File: config.mk
export PLATFORM = sky130hd
export DESIGN_NAME = conv1d_mac_engine_flat
export DESIGN_NICKNAME = d
export VERILOG_FILES = /design/src/rtl/conv1d_mac_engine_if.sv /design/src/rtl/conv1d_mac_engine.sv /design/src/flat_wrapper.sv
export SDC_FILE = /design/constraint.sdc
export NUM_CORES = 2
export LEC_CHECK = 0
export CAP_MARGIN = 10
export CORE_MARGIN = 3
export CORE_UTILIZATION = 40
export DETAILED_ROUTE_END_ITERATION = 6
export PLACE_DENSITY = 0.64
export SYNTH_ARGS = -nofsm -noshare
export SYNTH_HDL_FRONTEND = slang
export SYNTH_SLANG_ARGS = --single-unit
export TNS_END_PERCENT = 10
File: constraint.sdc
create_clock -name clk_i -period 22.1 [get_ports clk_i]
set_input_delay 2.21 -clock clk_i [delete_from_list [all_inputs] [get_ports clk_i]]
set_output_delay 2.21 -clock clk_i [all_outputs]
set_load 0.05 [all_outputs]
File: src/rtl/conv1d_mac_engine_if.sv
`default_nettype none
// ---------------------------------------------------------------------------
// conv1d_mac_engine_if : host control/status and SRAM port bundle. Rev 1.0
// ---------------------------------------------------------------------------
interface conv1d_mac_engine_if #(
  parameter int NUM_WORDS  = 128,
  parameter int DATA_WIDTH = 32,
  parameter int MAX_KERNEL = 16
) ();
  localparam int AW = $clog2(NUM_WORDS);
  localparam int KW = $clog2(MAX_KERNEL) + 1;
  localparam int SW = $clog2(2 * DATA_WIDTH);

  logic                  start_i;
  logic [AW-1:0]         cfg_x_addr_i;
  logic [AW-1:0]         cfg_h_addr_i;
  logic [AW-1:0]         cfg_y_addr_i;
  logic [AW:0]           cfg_len_i;
  logic [KW-1:0]         cfg_klen_i;
  logic                  cfg_same_i;
  logic [SW-1:0]         cfg_shift_i;
  logic                  busy_o;
  logic                  done_o;
  logic                  err_o;
  logic                  ext_gnt_o;
  logic                  mem_req_o;
  logic                  mem_we_o;
  logic [AW-1:0]         mem_addr_o;
  logic [DATA_WIDTH-1:0] mem_wdata_o;
  logic [DATA_WIDTH-1:0] mem_rdata_i;

  modport master (
    input  start_i, cfg_x_addr_i, cfg_h_addr_i, cfg_y_addr_i, cfg_len_i,
           cfg_klen_i, cfg_same_i, cfg_shift_i, mem_rdata_i,
    output busy_o, done_o, err_o, ext_gnt_o, mem_req_o, mem_we_o,
           mem_addr_o, mem_wdata_o
  );

  modport slave (
    output start_i, cfg_x_addr_i, cfg_h_addr_i, cfg_y_addr_i, cfg_len_i,
           cfg_klen_i, cfg_same_i, cfg_shift_i, mem_rdata_i,
    input  busy_o, done_o, err_o, ext_gnt_o, mem_req_o, mem_we_o,
           mem_addr_o, mem_wdata_o
  );
endinterface
`default_nettype wire

File: src/rtl/conv1d_mac_engine.sv
`default_nettype none
// ---------------------------------------------------------------------------
// conv1d_mac_engine : SRAM-attached 1-D convolution MAC engine (valid/same).
// Optional CONV1D_SATURATE_EN clamps results instead of wrapping. Rev 1.0
// ---------------------------------------------------------------------------
module conv1d_mac_engine #(
  parameter int NUM_WORDS  = 128,
  parameter int DATA_WIDTH = 32,
  parameter int MAX_KERNEL = 16
) (
  input  logic                clk_i,
  input  logic                rst_ni,
  conv1d_mac_engine_if.master bus
);
  localparam int DW   = DATA_WIDTH;
  localparam int AW   = $clog2(NUM_WORDS);
  localparam int LW   = AW + 1;
  localparam int KW   = $clog2(MAX_KERNEL) + 1;
  localparam int TW   = $clog2(MAX_KERNEL);
  localparam int SW   = $clog2(2 * DW);
  localparam int ACCW = 2 * DW + TW;
  localparam int IW   = AW + KW + 2;

  localparam logic [2:0] S_IDLE     = 3'd0;
  localparam logic [2:0] S_LOAD_K   = 3'd1;
  localparam logic [2:0] S_READ_X   = 3'd2;
  localparam logic [2:0] S_ACC_LAST = 3'd3;
  localparam logic [2:0] S_WRITE    = 3'd4;
  localparam logic [2:0] S_DONE     = 3'd5;

  localparam logic [KW-1:0] c_max_k = KW'(MAX_KERNEL);

  logic [2:0]             r_state, w_next;
  logic [AW-1:0]          r_x_addr, r_h_addr, r_y_addr;
  logic [LW-1:0]          r_len, r_j;
  logic [KW-1:0]          r_klen, r_cnt;
  logic                   r_same;
  logic [SW-1:0]          r_shift;
  logic                   r_err;
  logic                   r_pend;
  logic [TW-1:0]          r_pend_tap;
  logic signed [DW-1:0]   r_tap [MAX_KERNEL];
  logic signed [ACCW-1:0] r_acc;

  logic                   w_cfg_ok, w_kdone, w_xdone, w_last_out, w_in_range;
  logic [KW-1:0]          w_pad;
  logic [LW-1:0]          w_nout;
  logic signed [IW-1:0]   w_idx;
  logic [TW-1:0]          w_cap_idx;
  logic signed [2*DW-1:0] w_prod;
  logic [DW-1:0]          w_result;

  assign w_cfg_ok = (bus.cfg_klen_i != '0) && (bus.cfg_klen_i <= c_max_k) &&
                    (bus.cfg_len_i != '0) &&
                    (bus.cfg_same_i || (IW'(bus.cfg_len_i) >= IW'(bus.cfg_klen_i)));

  assign w_kdone    = (r_cnt == r_klen);
  assign w_xdone    = (r_cnt == r_klen - 1'b1);
  assign w_pad      = r_same ? ((r_klen - 1'b1) >> 1) : '0;
  assign w_nout     = r_same ? r_len : (r_len - LW'(r_klen) + LW'(1));
  assign w_last_out = (r_j == w_nout - LW'(1));
  // Signed sample index j+k-P; negative or >= L means a zero-padding tap.
  assign w_idx      = IW'(r_j) + IW'(r_cnt) - IW'(w_pad);
  assign w_in_range = !w_idx[IW-1] && ($unsigned(w_idx) < IW'(r_len));
  assign w_cap_idx  = TW'(r_cnt - 1'b1);
  assign w_prod     = r_tap[r_pend_tap] * $signed(bus.mem_rdata_i);

`ifdef CONV1D_SATURATE_EN
  logic signed [ACCW-1:0] w_shifted;
  assign w_shifted = r_acc >>> r_shift;
  always_comb begin
    w_result = w_shifted[DW-1:0];
    if (w_shifted[ACCW-1:DW-1] != {(ACCW-DW+1){w_shifted[ACCW-1]}})
      w_result = w_shifted[ACCW-1] ? {1'b1, {(DW-1){1'b0}}} : {1'b0, {(DW-1){1'b1}}};
  end
`else
  assign w_result = DW'(r_acc >>> r_shift);
`endif

  always_ff @(posedge clk_i) begin
    if (!rst_ni) r_state <= S_IDLE;
    else         r_state <= w_next;
  end

  always_comb begin
    w_next = r_state;
    case (r_state)
      S_IDLE:     if (bus.start_i) w_next = w_cfg_ok ? S_LOAD_K : S_DONE;
      S_LOAD_K:   if (w_kdone) w_next = S_READ_X;
      S_READ_X:   if (w_xdone) w_next = S_ACC_LAST;
      S_ACC_LAST: w_next = S_WRITE;
      S_WRITE:    w_next = w_last_out ? S_DONE : S_READ_X;
      S_DONE:     w_next = S_IDLE;
      default:    w_next = S_IDLE;
    endcase
  end

  always_comb begin
    bus.busy_o      = 1'b0;
    bus.done_o      = 1'b0;
    bus.ext_gnt_o   = 1'b0;
    bus.mem_req_o   = 1'b0;
    bus.mem_we_o    = 1'b0;
    bus.mem_addr_o  = '0;
    bus.mem_wdata_o = '0;
    bus.err_o       = r_err;
    case (r_state)
      S_IDLE:   bus.ext_gnt_o = 1'b1;
      S_LOAD_K: begin
        bus.busy_o     = 1'b1;
        bus.mem_req_o  = !w_kdone;
        bus.mem_addr_o = r_h_addr + AW'(r_cnt);
      end
      S_READ_X: begin
        bus.busy_o     = 1'b1;
        bus.mem_req_o  = w_in_range;
        bus.mem_addr_o = r_x_addr + w_idx[AW-1:0];
      end
      S_ACC_LAST: bus.busy_o = 1'b1;
      S_WRITE: begin
        bus.busy_o      = 1'b1;
        bus.mem_req_o   = 1'b1;
        bus.mem_we_o    = 1'b1;
        bus.mem_addr_o  = r_y_addr + r_j[AW-1:0];
        bus.mem_wdata_o = w_result;
      end
      S_DONE:  bus.done_o = 1'b1;
      default: ;
    endcase
  end

  always_ff @(posedge clk_i) begin
    if (!rst_ni) begin
      r_x_addr   <= '0;
      r_h_addr   <= '0;
      r_y_addr   <= '0;
      r_len      <= '0;
      r_klen     <= '0;
      r_same     <= 1'b0;
      r_shift    <= '0;
      r_err      <= 1'b0;
      r_cnt      <= '0;
      r_j        <= '0;
      r_pend     <= 1'b0;
      r_pend_tap <= '0;
      r_acc      <= '0;
      for (int i = 0; i < MAX_KERNEL; i++) r_tap[i] <= '0;
    end else begin
      r_pend <= 1'b0;
      case (r_state)
        S_IDLE: begin
          r_cnt <= '0;
          r_j   <= '0;
          if (bus.start_i) begin
            r_x_addr <= bus.cfg_x_addr_i;
            r_h_addr <= bus.cfg_h_addr_i;
            r_y_addr <= bus.cfg_y_addr_i;
            r_len    <= bus.cfg_len_i;
            r_klen   <= bus.cfg_klen_i;
            r_same   <= bus.cfg_same_i;
            r_shift  <= bus.cfg_shift_i;
            r_err    <= !w_cfg_ok;
          end
        end
        S_LOAD_K: begin
          // Data for the tap requested last cycle arrives now.
          if (r_cnt != '0) r_tap[w_cap_idx] <= $signed(bus.mem_rdata_i);
          r_cnt <= w_kdone ? '0 : r_cnt + 1'b1;
        end
        S_READ_X: begin
          r_pend     <= w_in_range;
          r_pend_tap <= r_cnt[TW-1:0];
          r_cnt      <= w_xdone ? '0 : r_cnt + 1'b1;
        end
        S_WRITE: r_j <= r_j + 1'b1;
        default: ;
      endcase
      if (r_state == S_READ_X && r_cnt == '0)
        r_acc <= '0;
      else if (r_pend)
        r_acc <= r_acc + {{(ACCW-2*DW){w_prod[2*DW-1]}}, w_prod};
    end
  end
endmodule
`default_nettype wire

File: src/flat_wrapper.sv
// flat-port wrapper written by rule: the top's interface ports become plain ports
module conv1d_mac_engine_flat 
#(
  parameter int NUM_WORDS  = 128,
  parameter int DATA_WIDTH = 32,
  parameter int MAX_KERNEL = 16
)
  (clk_i, rst_ni, bus_start_i, bus_cfg_x_addr_i, bus_cfg_h_addr_i, bus_cfg_y_addr_i, bus_cfg_len_i, bus_cfg_klen_i, bus_cfg_same_i, bus_cfg_shift_i, bus_mem_rdata_i, bus_busy_o, bus_done_o, bus_err_o, bus_ext_gnt_o, bus_mem_req_o, bus_mem_we_o, bus_mem_addr_o, bus_mem_wdata_o);
  conv1d_mac_engine_if #(.NUM_WORDS(NUM_WORDS), .DATA_WIDTH(DATA_WIDTH), .MAX_KERNEL(MAX_KERNEL)) bus_i ();
  input  logic clk_i;
  input  logic rst_ni;
  input wire logic [$bits(bus_i.start_i)-1:0] bus_start_i;
  input wire logic [$bits(bus_i.cfg_x_addr_i)-1:0] bus_cfg_x_addr_i;
  input wire logic [$bits(bus_i.cfg_h_addr_i)-1:0] bus_cfg_h_addr_i;
  input wire logic [$bits(bus_i.cfg_y_addr_i)-1:0] bus_cfg_y_addr_i;
  input wire logic [$bits(bus_i.cfg_len_i)-1:0] bus_cfg_len_i;
  input wire logic [$bits(bus_i.cfg_klen_i)-1:0] bus_cfg_klen_i;
  input wire logic [$bits(bus_i.cfg_same_i)-1:0] bus_cfg_same_i;
  input wire logic [$bits(bus_i.cfg_shift_i)-1:0] bus_cfg_shift_i;
  input wire logic [$bits(bus_i.mem_rdata_i)-1:0] bus_mem_rdata_i;
  output wire logic [$bits(bus_i.busy_o)-1:0] bus_busy_o;
  output wire logic [$bits(bus_i.done_o)-1:0] bus_done_o;
  output wire logic [$bits(bus_i.err_o)-1:0] bus_err_o;
  output wire logic [$bits(bus_i.ext_gnt_o)-1:0] bus_ext_gnt_o;
  output wire logic [$bits(bus_i.mem_req_o)-1:0] bus_mem_req_o;
  output wire logic [$bits(bus_i.mem_we_o)-1:0] bus_mem_we_o;
  output wire logic [$bits(bus_i.mem_addr_o)-1:0] bus_mem_addr_o;
  output wire logic [$bits(bus_i.mem_wdata_o)-1:0] bus_mem_wdata_o;
  assign bus_i.start_i = bus_start_i;
  assign bus_i.cfg_x_addr_i = bus_cfg_x_addr_i;
  assign bus_i.cfg_h_addr_i = bus_cfg_h_addr_i;
  assign bus_i.cfg_y_addr_i = bus_cfg_y_addr_i;
  assign bus_i.cfg_len_i = bus_cfg_len_i;
  assign bus_i.cfg_klen_i = bus_cfg_klen_i;
  assign bus_i.cfg_same_i = bus_cfg_same_i;
  assign bus_i.cfg_shift_i = bus_cfg_shift_i;
  assign bus_i.mem_rdata_i = bus_mem_rdata_i;
  assign bus_busy_o = bus_i.busy_o;
  assign bus_done_o = bus_i.done_o;
  assign bus_err_o = bus_i.err_o;
  assign bus_ext_gnt_o = bus_i.ext_gnt_o;
  assign bus_mem_req_o = bus_i.mem_req_o;
  assign bus_mem_we_o = bus_i.mem_we_o;
  assign bus_mem_addr_o = bus_i.mem_addr_o;
  assign bus_mem_wdata_o = bus_i.mem_wdata_o;
  conv1d_mac_engine #(.NUM_WORDS(NUM_WORDS), .DATA_WIDTH(DATA_WIDTH), .MAX_KERNEL(MAX_KERNEL)) u_core (.clk_i(clk_i), .rst_ni(rst_ni), .bus(bus_i));
endmodule
=== Yosys cells after proc, flatten, opt, wreduce, memory -nomap -nowiden ===
Memories as Yosys holds them, arrays and structs flattened. A register that Yosys moved wholly into a read port is not among the register bits.
Cells that the tools add are included.

* Flip-flop bits (word level): 131
* Bits in writable memories: 512
* Memories: 1

{| class="wikitable"
|+ Memory list
! name !! words !! bits a word !! read ports !! clocked after Yosys merged registers in !! wr ports !! RTL line !! text
|-
| u_core.r_tap || 16 || 32 || 1 || 1 || 16 || conv1d_mac_engine.sv:42 || <nowiki>logic signed [DW-1:0] r_tap [MAX_KERNEL];</nowiki>
|}

* $add $sub $neg: 13
* Multiply operators: 1
* Magnitude comparators: 3
* Equal/unequal tests: 11
* Shift operators: 1
* Muxes and demuxes: 29
* Bitwise gates (word level): 1
* Reduce and logical (&&, ||, !) cells: 22

{| class="wikitable"
|+ Operators by type and width
! operator !! number
|-
| 68-bit adder || 1
|-
| 68-bit by 6-bit >>> shifter with 32-bit output || 1
|-
| 32-bit by 32-bit multiplier with 64-bit output || 1
|-
| 32-bit two-way mux || 2
|-
| 32-bit OR reduction || 1
|-
| 7-bit case mux with 3 select lines || 1
|-
| 8-bit by 1-bit adder with 8-bit output (second input constant) || 2
|-
| 4-bit two-way mux || 4
|-
| 8-bit case mux with 2 select lines || 1
|-
| 3-bit two-way mux || 5
|-
| 3-bit case mux with 5 select lines || 1
|-
| 5-bit case mux with 3 select lines || 1
|-
| 7-bit adder || 2
|-
| 14-bit by 8-bit less-than comparator with 1-bit output || 1
|-
| 14-bit by 5-bit subtractor with 14-bit output || 1
|-
| 5-bit == test || 2
|-
| 1-bit two-way mux || 10
|-
| 5-bit two-way mux || 2
|-
| 5-bit nonzero test || 2
|-
| 8-bit by 5-bit adder with 9-bit output || 1
|-
| 8-bit == test || 1
|-
| 8-bit by 5-bit >= comparator with 1-bit output || 1
|-
| 8-bit two-way mux || 1
|-
| 8-bit nonzero test || 1
|-
| 25 further kinds || 35
|}

=== Depth between registers and ports, before layout ===
* Depth in word-level cells: 7
* Depth in mapped cells: 47
* Mapped depth without buffers: 41

=== Least setup slack after synthesis ===
Ideal clock, no wire load.

* Kind: input to register
* Start: input bus_mem_rdata_i[2]
* End: register u_core.r_acc[67]
* Library setup time: 61 ps
* Arrival: 11521 ps
* Data required time: 22039 ps
* Path slack: 10518 ps
* Stages on the path: 36
* Path buffers: 2
* Cells stage by stage: clkbuf_1 -> nand2_1 -> inv_1 -> fa_1 -> fa_1 -> fa_1 -> inv_1 -> fa_1 -> inv_1 -> fa_1 -> fa_1 -> inv_1 -> fa_1 -> inv_1 -> fa_1 -> ha_1 -> a21o_1 -> a21o_1 -> a21oi_1 -> o21ai_0 -> a21o_1 -> a21oi_1 -> nand2_1 -> a211oi_1 -> o31a_1 -> o21bai_1 -> xor2_1 -> ha_1 -> clkbuf_1 -> nand4_1 -> nor2_1 -> nand4_1 -> o41a_1 -> a21o_1 -> a311o_1 -> nand2_1

* Word-level cells in the longest chain between the ends: 2

{| class="wikitable"
|+ Ends and longest elaborated chain
! what !! RTL line !! text
|-
| from (decl) || flat_wrapper.sv:20 || <nowiki>input wire logic [$bits(bus_i.mem_rdata_i)-1:0] bus_mem_rdata_i;</nowiki>
|-
| 32-bit by 32-bit multiplier with 64-bit output || conv1d_mac_engine.sv:66 || <nowiki>assign w_prod = r_tap[r_pend_tap] * $signed(bus.mem_rdata_i);</nowiki>
|-
| 68-bit adder || conv1d_mac_engine.sv:181 || <nowiki>r_acc <= r_acc + {{(ACCW-2*DW){w_prod[2*DW-1]}}, w_prod};</nowiki>
|-
| to (signal assigned) || conv1d_mac_engine.sv:181 ||
|-
| to (decl) || conv1d_mac_engine.sv:43 || <nowiki>logic signed [ACCW-1:0] r_acc;</nowiki>
|}

No other way between the ends.
A chain may end at the register's enable or synchronous reset.

==> out/metrics.csv <==
stage;metric;value;unit
status;status;complete, no violations;
min_path;hp-class;register to register;
global_route;grtUsageMet2;37.74;%
logic_synthesis;synth_area_per_cell;10.31;um^2
global_route;grt.busiest_layer;met2;
worst_setup_path;cp-start-kind;register;
sta;worst_pin_slew;1.256;ns
detailed_routing;drc_errors;0;
detailed_routing;via_per_inst;5.429;
sta;min_period_over_period;63.56;%
clock_network;cts_sinks;647;
detailed_routing;first_pass_iters;5;
clock_network;clk_pin_slew;0.06;ns
sta;tns;0;ns
logic_synthesis;synthArstFlopShare;0;%
logic_synthesis;mappedNetlistNets;8634;
logic_synthesis;synth_area;73800;um^2
final_layout;drive_gt1_share;7.544;%
final_layout;syn_to_final_growth;7.818;%
sta;slew_viol_final;0;
placed_design;numPortBuffers;120;
clock_network;cts_made_buffers;74;
detailed_routing;drt-total-wl;206200;um
logic_synthesis;synth-seq-area-share;24.50;%
clock_network;cts-htree-levels;3;
placed_design;place_congestion;0.8878;
sta;relSlewSlack;16.08;%
detailed_routing;ant_nets;0;
clock_network;cts_resized;0;
logic_synthesis;synth_cells;7157;
global_route;antenna_found_initial;12;
logic_synthesis;ys_seq_elements;647;
clock_network;holdBufCountCts;0;
global_route;grtUsageMet1;28.75;%
detailed_routing;wl_per_cell;21.75;um
global_route;grt_pass1_wl;324800;um
die;fp.dieH;435.5;um
logic_synthesis;yosys.area.top_type;fa_1;
sta;setup-violations-final;0;
sta;final.setup_skew;0.06765;ns
global_route;grt_max_degree;73;
global_route;grt.total_usage;22.00;%
global_route;met3_usage;2.981;%
worst_setup_path;slowest_stage;fa_1;
clock_network;insertion_delay;0.70;ns
clock_network;cts_tree;built;
detailed_routing;drtIter0Drc;4223;
die;io-pin-count;121;
sta;max_freq;71.19;MHz
worst_setup_path;cp_max_fo;43;
worst_setup_path;path_class;register to register;
job;maxCapViolations;0;
die;initial_utilization;40.27;%
global_route;grt_pass1_vias;54812;
placed_design;dp_hpwl;143700;um
logic_synthesis;yosysUniqueCellTypes;80;
worst_setup_path;required;22.74;ns
logic_synthesis;synth-edff-count;512;
worst_setup_path;arrival;14.69;ns
logic_synthesis;synth_top_area_share;29.54;%
worst_setup_path;rr_endpoint;u_core.r_acc[67]$_SDFFE_PP0P_;
placed_design;dp_cells;9341;
worst_setup_path;cp-endpoint;u_core.r_acc[67]$_SDFFE_PP0P_;
logic_synthesis;yosys-top-cells-area;fa_1, edfxtp_1, and2_1;
final_layout;fin_nets;8430;
sta;grt_setup_unrepaired;no;
global_route;gr-total-overflow;0;
min_path;min-delay-start;u_core.r_pend_tap[3]$_SDFFE_PN0P_;
logic_synthesis;ys.flop_type;edfxtp_1;
sta;fin_crit;14.05;ns
sta;fin_worst_hold_slack;0.4623;ns
worst_setup_path;ff2ff_setup_slack;8.05;ns
clock_network;cts_buffer_depth;3;
clock_network;cts_setup_buffers;0;
die;coreArea;183300;um^2
logic_synthesis;yosys_warnings;0;
final_layout;final_cells;9481;
worst_setup_path;slowest_delay;1.02;ns
worst_setup_path;critPathCaptureType;register;
worst_setup_path;worstRegToRegCells;41;
worst_setup_path;crit_top_cell;fa_1;
clock_network;cts_root_buffer;clkbuf_16;
die;row_count;157;
die;die-area;189700;um^2
die;fp.dieW;435.5;um
detailed_routing;via_count;51475;
sta;hold_viol_final;0;
==> per-stage QoR <==
step / worst slack [ns] / area, um^2 / util, %
after detailed placement: 7.934 / 77080 / 42.05
after floorplan: 10.52 / 73800 / -
after global placement: 8.027 / 77080 / 42.05
final: 8.054 / 79570 / 43.41
after CTS: 7.979 / 79560 / 43.41
after global routing: 7.081 / 79560 / 43.41
==> cells in the final DEF, fill, tap and decap left out, types with 16 or more instances in the layout <==
master,netlist,routed
nor2_4,0,16
clkbuf_1,440,16
ha_1,312,312
nand4_1,38,38
nor2_1,260,243
clkbuf_16,0,75
buf_2,22,28
inv_1,1004,1003
nor3_1,46,46
nand2b_1,23,23
o21ai_4,0,17
and2_1,1032,1032
o21ai_0,176,160
clkdlybuf4s50_1,0,91
mux2i_1,100,100
buf_4,0,86
edfxtp_1,512,512
o21bai_1,30,30
nor2b_1,21,21
and3_1,18,18
nand3_1,33,33
mux4_2,226,226
dfxtp_1,135,126
o21a_1,21,21
xnor2_1,137,137
nand2_1,840,840
fa_1,1089,1089
a211oi_1,29,29
a21oi_1,243,243
xor2_1,54,54
o211ai_1,21,21
a21o_1,104,104
==> worst max-delay path: cells and delay by family, from the launching register on <==
| family | cells | cell delay, ns |
|---|---|---|
| buf+inv | 7 | 2.39 |
| simple gates | 6 | 0.74 |
| compound gates | 15 | 2.95 |
| flops | 1 | 0.57 |
| fa+ha+maj | 10 | 5.70 |
| mux | 2 | 1.42 |
| xor+xnor | 1 | 0.15 |
==> per-layer routing <==
| layer | vias up | wire length [um] |
|---|---|---|
| li1 | 22554 | - |
| met1 | 26716 | 83430 |
| met2 | 1831 | 102600 |
| met3 | 374 | 13590 |
| met4 | 0 | 6575 |
| met5 | - | 0 |
==> logic make-up (layout without fill, tap and decap cells) <==
| kind of cell | after synthesis | count (layout) | synth area share [%] |
|---|---|---|---|
| multiplexers | 332 | 332 | 8.345 |
| flip-flops | 647 | 647 | 24.50 |
| buffers and inverters | 1494 | 1349 | 7.636 |
| AND/OR/NAND/NOR | 2343 | 2343 | 16.05 |
| other | 0 | 5 | 0 |
| adder cells (fa/ha/maj) | 1401 | 1401 | 34.83 |
| XOR/XNOR | 191 | 191 | 2.267 |
| AO/OA/AOI/OAI | 749 | 749 | 6.375 |
==> state kept, by name, indices dropped and copies added (netlist names), 3 cells and up, named ones only <==
signal / cells
u_core.r_y_addr: 7
u_core.r_pend_tap: 4
u_core.r_shift: 6
u_core.r_acc: 68
u_core.r_x_addr: 7
u_core.r_tap: 512
u_core.r_state: 3
u_core.r_len: 8
u_core.r_klen: 5
u_core.r_j: 8
u_core.r_h_addr: 7
u_core.r_cnt: 5
==> cell usage after synthesis (5+ instances only) <==
library cell,instances
fa_1,1089
and2_1,1032
inv_1,1004
nand2_1,840
edfxtp_1,512
clkbuf_1,440
ha_1,312
nor2_1,260
a21oi_1,243
mux4_2,226
o21ai_0,176
xnor2_1,137
dfxtp_1,135
a21o_1,104
mux2i_1,100
xor2_1,54
nor3_1,46
nand4_1,38
nand3_1,33
o21bai_1,30
a211oi_1,29
buf_1,24
nand2b_1,23
buf_2,22
nor2b_1,21
o211ai_1,21
o21a_1,21
and3_1,18
a31oi_1,12
o21ai_1,10
a211o_1,8
a22oi_1,8
a21boi_0,7
a221oi_1,6
and4_1,6
mux2_2,6
o31ai_1,6
o41ai_1,6
or3_1,6
a31o_2,5
o211a_1,5
o22ai_1,5
or2_2,5
==> worst min path at each step <==
stage | end | depth (start not counted)
after floorplan | register | 2
after global routing | register | 2
after detailed placement | register | 2
final | register | 2
after CTS | register | 2
after global placement | register | 2
==> area by class of cell <==
type                    instances  area (um^2)
clock inverters                43        528.0
diodes                          5        12.51
flip-flops and latches        647        18100
multi-input cells            5016        50410
repair buffers                206         1702
inverters                    1008         3784
clock buffers                  92         1951
well taps                    2464         3083
fillers                     17178       103700
Power is left out: the tool's default activity adds up to more than one toggle a clock period on the data nets, which glitch-free logic cannot reach.
